[config.mk]
export PLATFORM = sky130hd
export DESIGN_NAME = shim_spi_cfg_sync
export DESIGN_NICKNAME = d
export VERILOG_FILES = /design/src/rtl/shim_spi_cfg_pkg.sv /design/src/rtl/shim_stable_sync.sv /design/src/rtl/shim_spi_cfg_sync.sv
export SDC_FILE = /design/constraint.sdc
export NUM_CORES = 1
export LEC_CHECK = 0
export CORE_UTILIZATION = 50
export CTS_CLUSTER_DIAMETER = 200
export DETAILED_ROUTE_END_ITERATION = 8
export HOLD_SLACK_MARGIN = 0.03
export PLACE_DENSITY = 0.72
export RECOVER_POWER = 50
export SYNTH_ARGS = -nofsm -noshare
export SYNTH_HDL_FRONTEND = slang
export SYNTH_HIERARCHICAL = 1
export SYNTH_SLANG_ARGS = --single-unit
[constraint.sdc]
create_clock -name spi_clk -period 4.6 [get_ports spi_clk]
set_clock_uncertainty 0.2 [all_clocks]
set_input_delay 1.38 -clock spi_clk [delete_from_list [all_inputs] [get_ports spi_clk]]
set_output_delay 1.38 -clock spi_clk [all_outputs]
set_load 0.02 [all_outputs]
[src/rtl/shim_spi_cfg_pkg.sv]
// Shared widths and default filter parameters for the AXI-to-SPI configuration synchronizer.
package shim_spi_cfg_pkg;

    localparam int unsigned THRESH_W  = 15;
    localparam int unsigned WINDOW_W  = 32;
    localparam int unsigned CS_TIME_W = 8;
    localparam int unsigned SKIP_W    = 16;

    localparam int unsigned DEFAULT_DEPTH        = 3;
    localparam int unsigned DEFAULT_STABLE_COUNT = 2;

    function automatic int unsigned cnt_width(input int unsigned max_val);
        return $clog2(max_val + 1);
    endfunction

endpackage

[src/rtl/shim_stable_sync.sv]
// Multi-flop synchronizer followed by a stability filter; stable asserts once the synchronized
// word has held for STABLE_COUNT consecutive edges.
module shim_stable_sync
    import shim_spi_cfg_pkg::*;
#(
    parameter int unsigned WIDTH        = 1,
    parameter int unsigned DEPTH        = DEFAULT_DEPTH,
    parameter int unsigned STABLE_COUNT = DEFAULT_STABLE_COUNT
) (
    input  logic             spi_clk,
    input  logic             spi_rst,
    input  logic [WIDTH-1:0] din,
    output logic [WIDTH-1:0] dout,
    output logic             stable
);

    localparam int unsigned CW = cnt_width(STABLE_COUNT);

    logic [WIDTH-1:0] chain_q [DEPTH];
    logic [WIDTH-1:0] prev_q;
    logic [CW-1:0]    cnt_q, cnt_d;

    // Count on the values about to be registered so the filter adds no extra edge of latency.
    always_comb begin
        cnt_d = cnt_q;
        if (chain_q[DEPTH-2] != chain_q[DEPTH-1]) begin
            cnt_d = '0;
        end else if (cnt_q != CW'(STABLE_COUNT)) begin
            cnt_d = cnt_q + CW'(1);
        end
    end

    always_ff @(posedge spi_clk) begin
        if (spi_rst) begin
            for (int unsigned i = 0; i < DEPTH; i++) begin
                chain_q[i] <= '0;
            end
            prev_q <= '0;
            cnt_q  <= '0;
        end else begin
            chain_q[0] <= din;
            for (int unsigned i = 1; i < DEPTH; i++) begin
                chain_q[i] <= chain_q[i-1];
            end
            prev_q <= chain_q[DEPTH-1];
            cnt_q  <= cnt_d;
        end
    end

    assign dout   = chain_q[DEPTH-1];
    assign stable = (dout == prev_q) && (cnt_q == CW'(STABLE_COUNT));

endmodule

[src/rtl/shim_spi_cfg_sync.sv]
// Moves static SPI configuration and the SPI enable into the SPI clock domain, freezing the
// configuration while enabled and granting enable only once the configuration has settled.
module shim_spi_cfg_sync
    import shim_spi_cfg_pkg::*;
#(
    parameter int unsigned DEPTH        = DEFAULT_DEPTH,
    parameter int unsigned STABLE_COUNT = DEFAULT_STABLE_COUNT
) (
    input  logic                 spi_clk,
    input  logic                 spi_rst,
    input  logic                 spi_en,
    input  logic [THRESH_W-1:0]  integ_thresh_avg,
    input  logic [WINDOW_W-1:0]  integ_window,
    input  logic                 integ_en,
    input  logic [CS_TIME_W-1:0] dac_n_cs_high_time,
    input  logic [CS_TIME_W-1:0] adc_n_cs_high_time,
    input  logic [SKIP_W-1:0]    boot_test_skip,
    output logic                 spi_en_stable,
    output logic [THRESH_W-1:0]  integ_thresh_avg_stable,
    output logic [WINDOW_W-1:0]  integ_window_stable,
    output logic                 integ_en_stable,
    output logic [CS_TIME_W-1:0] dac_n_cs_high_time_stable,
    output logic [CS_TIME_W-1:0] adc_n_cs_high_time_stable,
    output logic [SKIP_W-1:0]    boot_test_skip_stable,
    output logic                 cfg_ready
);

    logic                 en_s, en_st;
    logic [THRESH_W-1:0]  thresh_s;
    logic [WINDOW_W-1:0]  window_s;
    logic                 integ_en_s;
    logic [CS_TIME_W-1:0] dac_s, adc_s;
    logic [SKIP_W-1:0]    skip_s;
    logic [5:0]           cfg_st;

    shim_stable_sync #(.WIDTH(1), .DEPTH(DEPTH), .STABLE_COUNT(STABLE_COUNT)) u_en_sync (
        .spi_clk(spi_clk), .spi_rst(spi_rst), .din(spi_en), .dout(en_s), .stable(en_st)
    );
    shim_stable_sync #(.WIDTH(THRESH_W), .DEPTH(DEPTH), .STABLE_COUNT(STABLE_COUNT)) u_thresh_sync (
        .spi_clk(spi_clk), .spi_rst(spi_rst), .din(integ_thresh_avg), .dout(thresh_s),
        .stable(cfg_st[0])
    );
    shim_stable_sync #(.WIDTH(WINDOW_W), .DEPTH(DEPTH), .STABLE_COUNT(STABLE_COUNT)) u_window_sync (
        .spi_clk(spi_clk), .spi_rst(spi_rst), .din(integ_window), .dout(window_s),
        .stable(cfg_st[1])
    );
    shim_stable_sync #(.WIDTH(1), .DEPTH(DEPTH), .STABLE_COUNT(STABLE_COUNT)) u_integ_en_sync (
        .spi_clk(spi_clk), .spi_rst(spi_rst), .din(integ_en), .dout(integ_en_s),
        .stable(cfg_st[2])
    );
    shim_stable_sync #(.WIDTH(CS_TIME_W), .DEPTH(DEPTH), .STABLE_COUNT(STABLE_COUNT)) u_dac_sync (
        .spi_clk(spi_clk), .spi_rst(spi_rst), .din(dac_n_cs_high_time), .dout(dac_s),
        .stable(cfg_st[3])
    );
    shim_stable_sync #(.WIDTH(CS_TIME_W), .DEPTH(DEPTH), .STABLE_COUNT(STABLE_COUNT)) u_adc_sync (
        .spi_clk(spi_clk), .spi_rst(spi_rst), .din(adc_n_cs_high_time), .dout(adc_s),
        .stable(cfg_st[4])
    );
    shim_stable_sync #(.WIDTH(SKIP_W), .DEPTH(DEPTH), .STABLE_COUNT(STABLE_COUNT)) u_skip_sync (
        .spi_clk(spi_clk), .spi_rst(spi_rst), .din(boot_test_skip), .dout(skip_s),
        .stable(cfg_st[5])
    );

    // The load gate uses the pre-edge enable, so a field settling on the enabling edge still loads.
    always_ff @(posedge spi_clk) begin
        if (spi_rst) begin
            spi_en_stable             <= 1'b0;
            cfg_ready                 <= 1'b0;
            integ_thresh_avg_stable   <= '0;
            integ_window_stable       <= '0;
            integ_en_stable           <= 1'b0;
            dac_n_cs_high_time_stable <= '0;
            adc_n_cs_high_time_stable <= '0;
            boot_test_skip_stable     <= '0;
        end else begin
            cfg_ready <= &cfg_st;
            if (en_st && !en_s) begin
                spi_en_stable <= 1'b0;
            end else if (en_st && en_s && cfg_ready) begin
                spi_en_stable <= 1'b1;
            end
            if (!spi_en_stable) begin
                if (cfg_st[0]) integ_thresh_avg_stable   <= thresh_s;
                if (cfg_st[1]) integ_window_stable       <= window_s;
                if (cfg_st[2]) integ_en_stable           <= integ_en_s;
                if (cfg_st[3]) dac_n_cs_high_time_stable <= dac_s;
                if (cfg_st[4]) adc_n_cs_high_time_stable <= adc_s;
                if (cfg_st[5]) boot_test_skip_stable     <= skip_s;
            end
        end
    end

endmodule
==> flow_summary.yaml <==
outcome:
  status: "finished with violations"
  violations: "design-rule violations"
grt:
  antenna_found_initial: 0
  grt-ovfl-total: 0
  grt_usage: 0.174
  grt_pass1_vias: 8905
  grt_start_max_net_pins: 178
  grt_pass1_wl_um: 44800
synthesis:
  synth_largest_area_cell: "dfxtp_1"
  synth-adder-area-share: 0.00558
  synth-seq-area-share: 0.536
  synth_top_area_share: 0.536
  synth_nets: 1511
  synth_compound_area_frac: 0.0395
  synth_flop_cell: "dfxtp_1"
  syn_area_mm2: 0.0157
  synth.distinct_cells: 43
  synthArstFlopShare: 0
  synth-seq-cells: 420
  synth_top_family_by_area: "simple AND/OR/NAND/NOR gates"
  synth_most_common_cell: "dfxtp_1"
  synth_xor_area_frac: 0.0916
  synth_common_cells: "dfxtp_1, nor2b_1, xor2_1, nand4bb_1, buf_4"
  yosys_warnings: 6
  synth_cells: 1421
  synthMuxAreaShare: 0
  syn_avg_cell_area_um2: 11.0
  synth_area_leaders: "dfxtp_1, nor2b_1, nand4bb_1"
  synth_edf_count: 0
  yosys.area_share.simple: 0.262
cts:
  path_clk_slew_ns: 0.06
  cts_buffer_depth: 3
  cts_resized: 0
  cts_made_buffers: 42
  root_buffer: "clkbuf_16"
  cts_tree: "done"
  hold_buffers: 0
  post_cts_buffers: 0
  cts_num_sinks: 420
  worstSkewPairLatency_ns: 0.52
  cts.htree.levels: 2
placement:
  placed_area_mm2: 0.0170
  io_buffers: 164
  pre_cts_slack_ns: 1.37
  dp_hpwl_um: 18400
  dp_cells: 1846
  gp_congestion: 0.742
routing:
  final_antenna_net_count: 0
  drc: 18
  num_vias: 9230
  dr.pass1.iters: 8
  wl_um: 27700
  wire_per_inst_um: 14.4
  vias_per_cell: 4.80
  drt_iter0_drc: 606
timing:
  setup_viol: 0
  rsz0062_at_grt: "false"
  timing.fmax_mhz: 299
  finalWorstSetupSlack_ns: 1.25
  tns_ns: 0
  slew_violations: 0
  slew_headroom: 0.176
  hold_slack_ns: 0.231
  fin_crit_sh: 0.728
  worstMarginPinSlew_ns: 1.24
  hold_viol: 0
  fin_crit_ns: 3.35
die:
  die_height_um: 179
  io_pins: 165
  die_w_um: 179
  core_mm2: 0.0307
  rows: 64
  initial_utilization: 0.510
  dieArea_mm2: 0.0321
min_path:
  hold_path.class: "reg -> reg"
pwr:
  power.total_mw: 7.54
  p_leak_nw: 7.16
  ir_worst_vdd_mv: 0.310
  cellPowerDensity_mw_per_mm2: 411
worst_setup_path:
  worstSetupStartpointType: "input port"
  cp_num_buf_inv: 2
  path_class: "in -> reg"
  critPathMaxFanout: 177
  worstPathArrival_ns: 3.56
  slowest_delay_ns: 1.06
  critPathTopFamily: "buffers and inverters"
  critPathRequiredTime_ns: 4.81
  endpoint_kind: "register"
  crit_chain: "buf_8, clkbuf_2, nand2b_4, o21ai_1"
  slowest_stage: "clkbuf_2"
layout:
  fin_util: 0.596
  drive_above_1_share: 0.0931
  areaGrowthSynthToFinish_pct: 16.9
  instances_no_fill: 1921
  postLayoutCellArea_mm2: 0.0183
  n_antenna_cell: 0
  layout.nets: 1584
job:
  maxCapViolations: 0
-- report_power, final --
| part | leakage [nW] | switching, mW | internal, mW |
|---|---|---|---|
| clock | 0.689 | 1.36 | 1.99 |
| sequential | 3.43 | 0.0660 | 3.75 |
| combinational | 3.04 | 0.157 | 0.221 |
-- cells in the final DEF, fill, tap and decap left out, types with 5 or more instances in the layout --
| master | netlist | final |
|---|---|---|
| nand2b_1 | 63 | 63 |
| a21oi_1 | 6 | 6 |
| nand2b_4 | 17 | 17 |
| clkdlybuf4s50_1 | 0 | 163 |
| ha_1 | 7 | 7 |
| clkinv_2 | 0 | 14 |
| nand2_1 | 6 | 6 |
| clkbuf_1 | 41 | 7 |
| inv_1 | 10 | 10 |
| nor3_1 | 11 | 10 |
| clkbuf_8 | 0 | 7 |
| nor4_2 | 3 | 5 |
| xor2_1 | 96 | 96 |
| dfxtp_1 | 420 | 419 |
| clkbuf_16 | 0 | 43 |
| o21ai_0 | 2 | 8 |
| nand3_1 | 9 | 9 |
| o21ai_2 | 28 | 22 |
| nor2b_1 | 316 | 316 |
| nand4bb_1 | 80 | 80 |
| o21ai_1 | 50 | 50 |
| buf_4 | 79 | 10 |
| nor4_1 | 24 | 22 |
| xnor2_1 | 68 | 68 |
| nor2_1 | 14 | 14 |
| nand4_1 | 14 | 14 |
-- worst register-to-register path: cells and delay by family (launching register included) --
kind | cells | cell delay, ns
AND/OR/NAND/NOR | 4 | 1.93
flip-flops | 1 | 0.49
AO/OA/AOI/OAI | 1 | 0.16
XOR/XNOR | 1 | 0.12
-- area by class of cell --
| cell class | instances | area, um2 |
|---|---|---|
| Clock buffer | 56 | 1190 |
| Clock inverter | 19 | 176 |
| Fill cell | 2616 | 12400 |
| Inverter | 13 | 48.8 |
| Multi-Input combinational cell | 839 | 6230 |
| Sequential cell | 420 | 8410 |
| Tap cell | 396 | 495 |
| Timing Repair Buffer | 178 | 1770 |
-- state kept, by name, summed over array words and instances, names as in the netlist, 16 cells and up --
register / cells
boot_test_skip_stable: 16
integ_window_stable: 32
u_adc_sync/chain_q: 24
u_dac_sync/chain_q: 24
u_skip_sync/chain_q: 48
u_skip_sync/prev_q: 16
u_thresh_sync/chain_q: 45
u_window_sync/chain_q: 96
u_window_sync/prev_q: 32
-- cell families after synthesis --
kind of cell    Yosys count
simple gates            573
flops                   420
xor+xnor                164
buf+inv                 162
compound gates           95
fa+ha+maj                 7
-- path summary, 6_finish.rpt --
path / startpoint / endpoint / slack, ns / depth (start not counted)
min: u_skip_sync/chain_q[0][5]$_SDFF_PP0_ / u_skip_sync/chain_q[0][21]$_SDFF_PP0_ / 0.23 / 1
max reg2reg: u_window_sync/chain_q[0][89]$_SDFF_PP0_ / integ_window_stable[27]$_SDFFE_PP0P_ / 1.55 / 6
max: spi_rst / dac_n_cs_high_time_stable[1]$_SDFFE_PP0P_ / 1.25 / 4
min reg2reg: u_skip_sync/chain_q[0][5]$_SDFF_PP0_ / u_skip_sync/chain_q[0][21]$_SDFF_PP0_ / 0.23 / 1
-- layer usage --
| layer | global-route usage | vias to the layer above | share of wire |
|---|---|---|---|
| li1 | - | 4723 | - |
| met1 | 0.235 | 4298 | 0.46 |
| met2 | 0.281 | 158 | 0.47 |
| met3 | 0.0365 | 51 | 0.047 |
| met4 | 0.0469 | 0 | 0.018 |
| met5 | 0 | - | 0 |
Power figures use the tool's default switching activity.
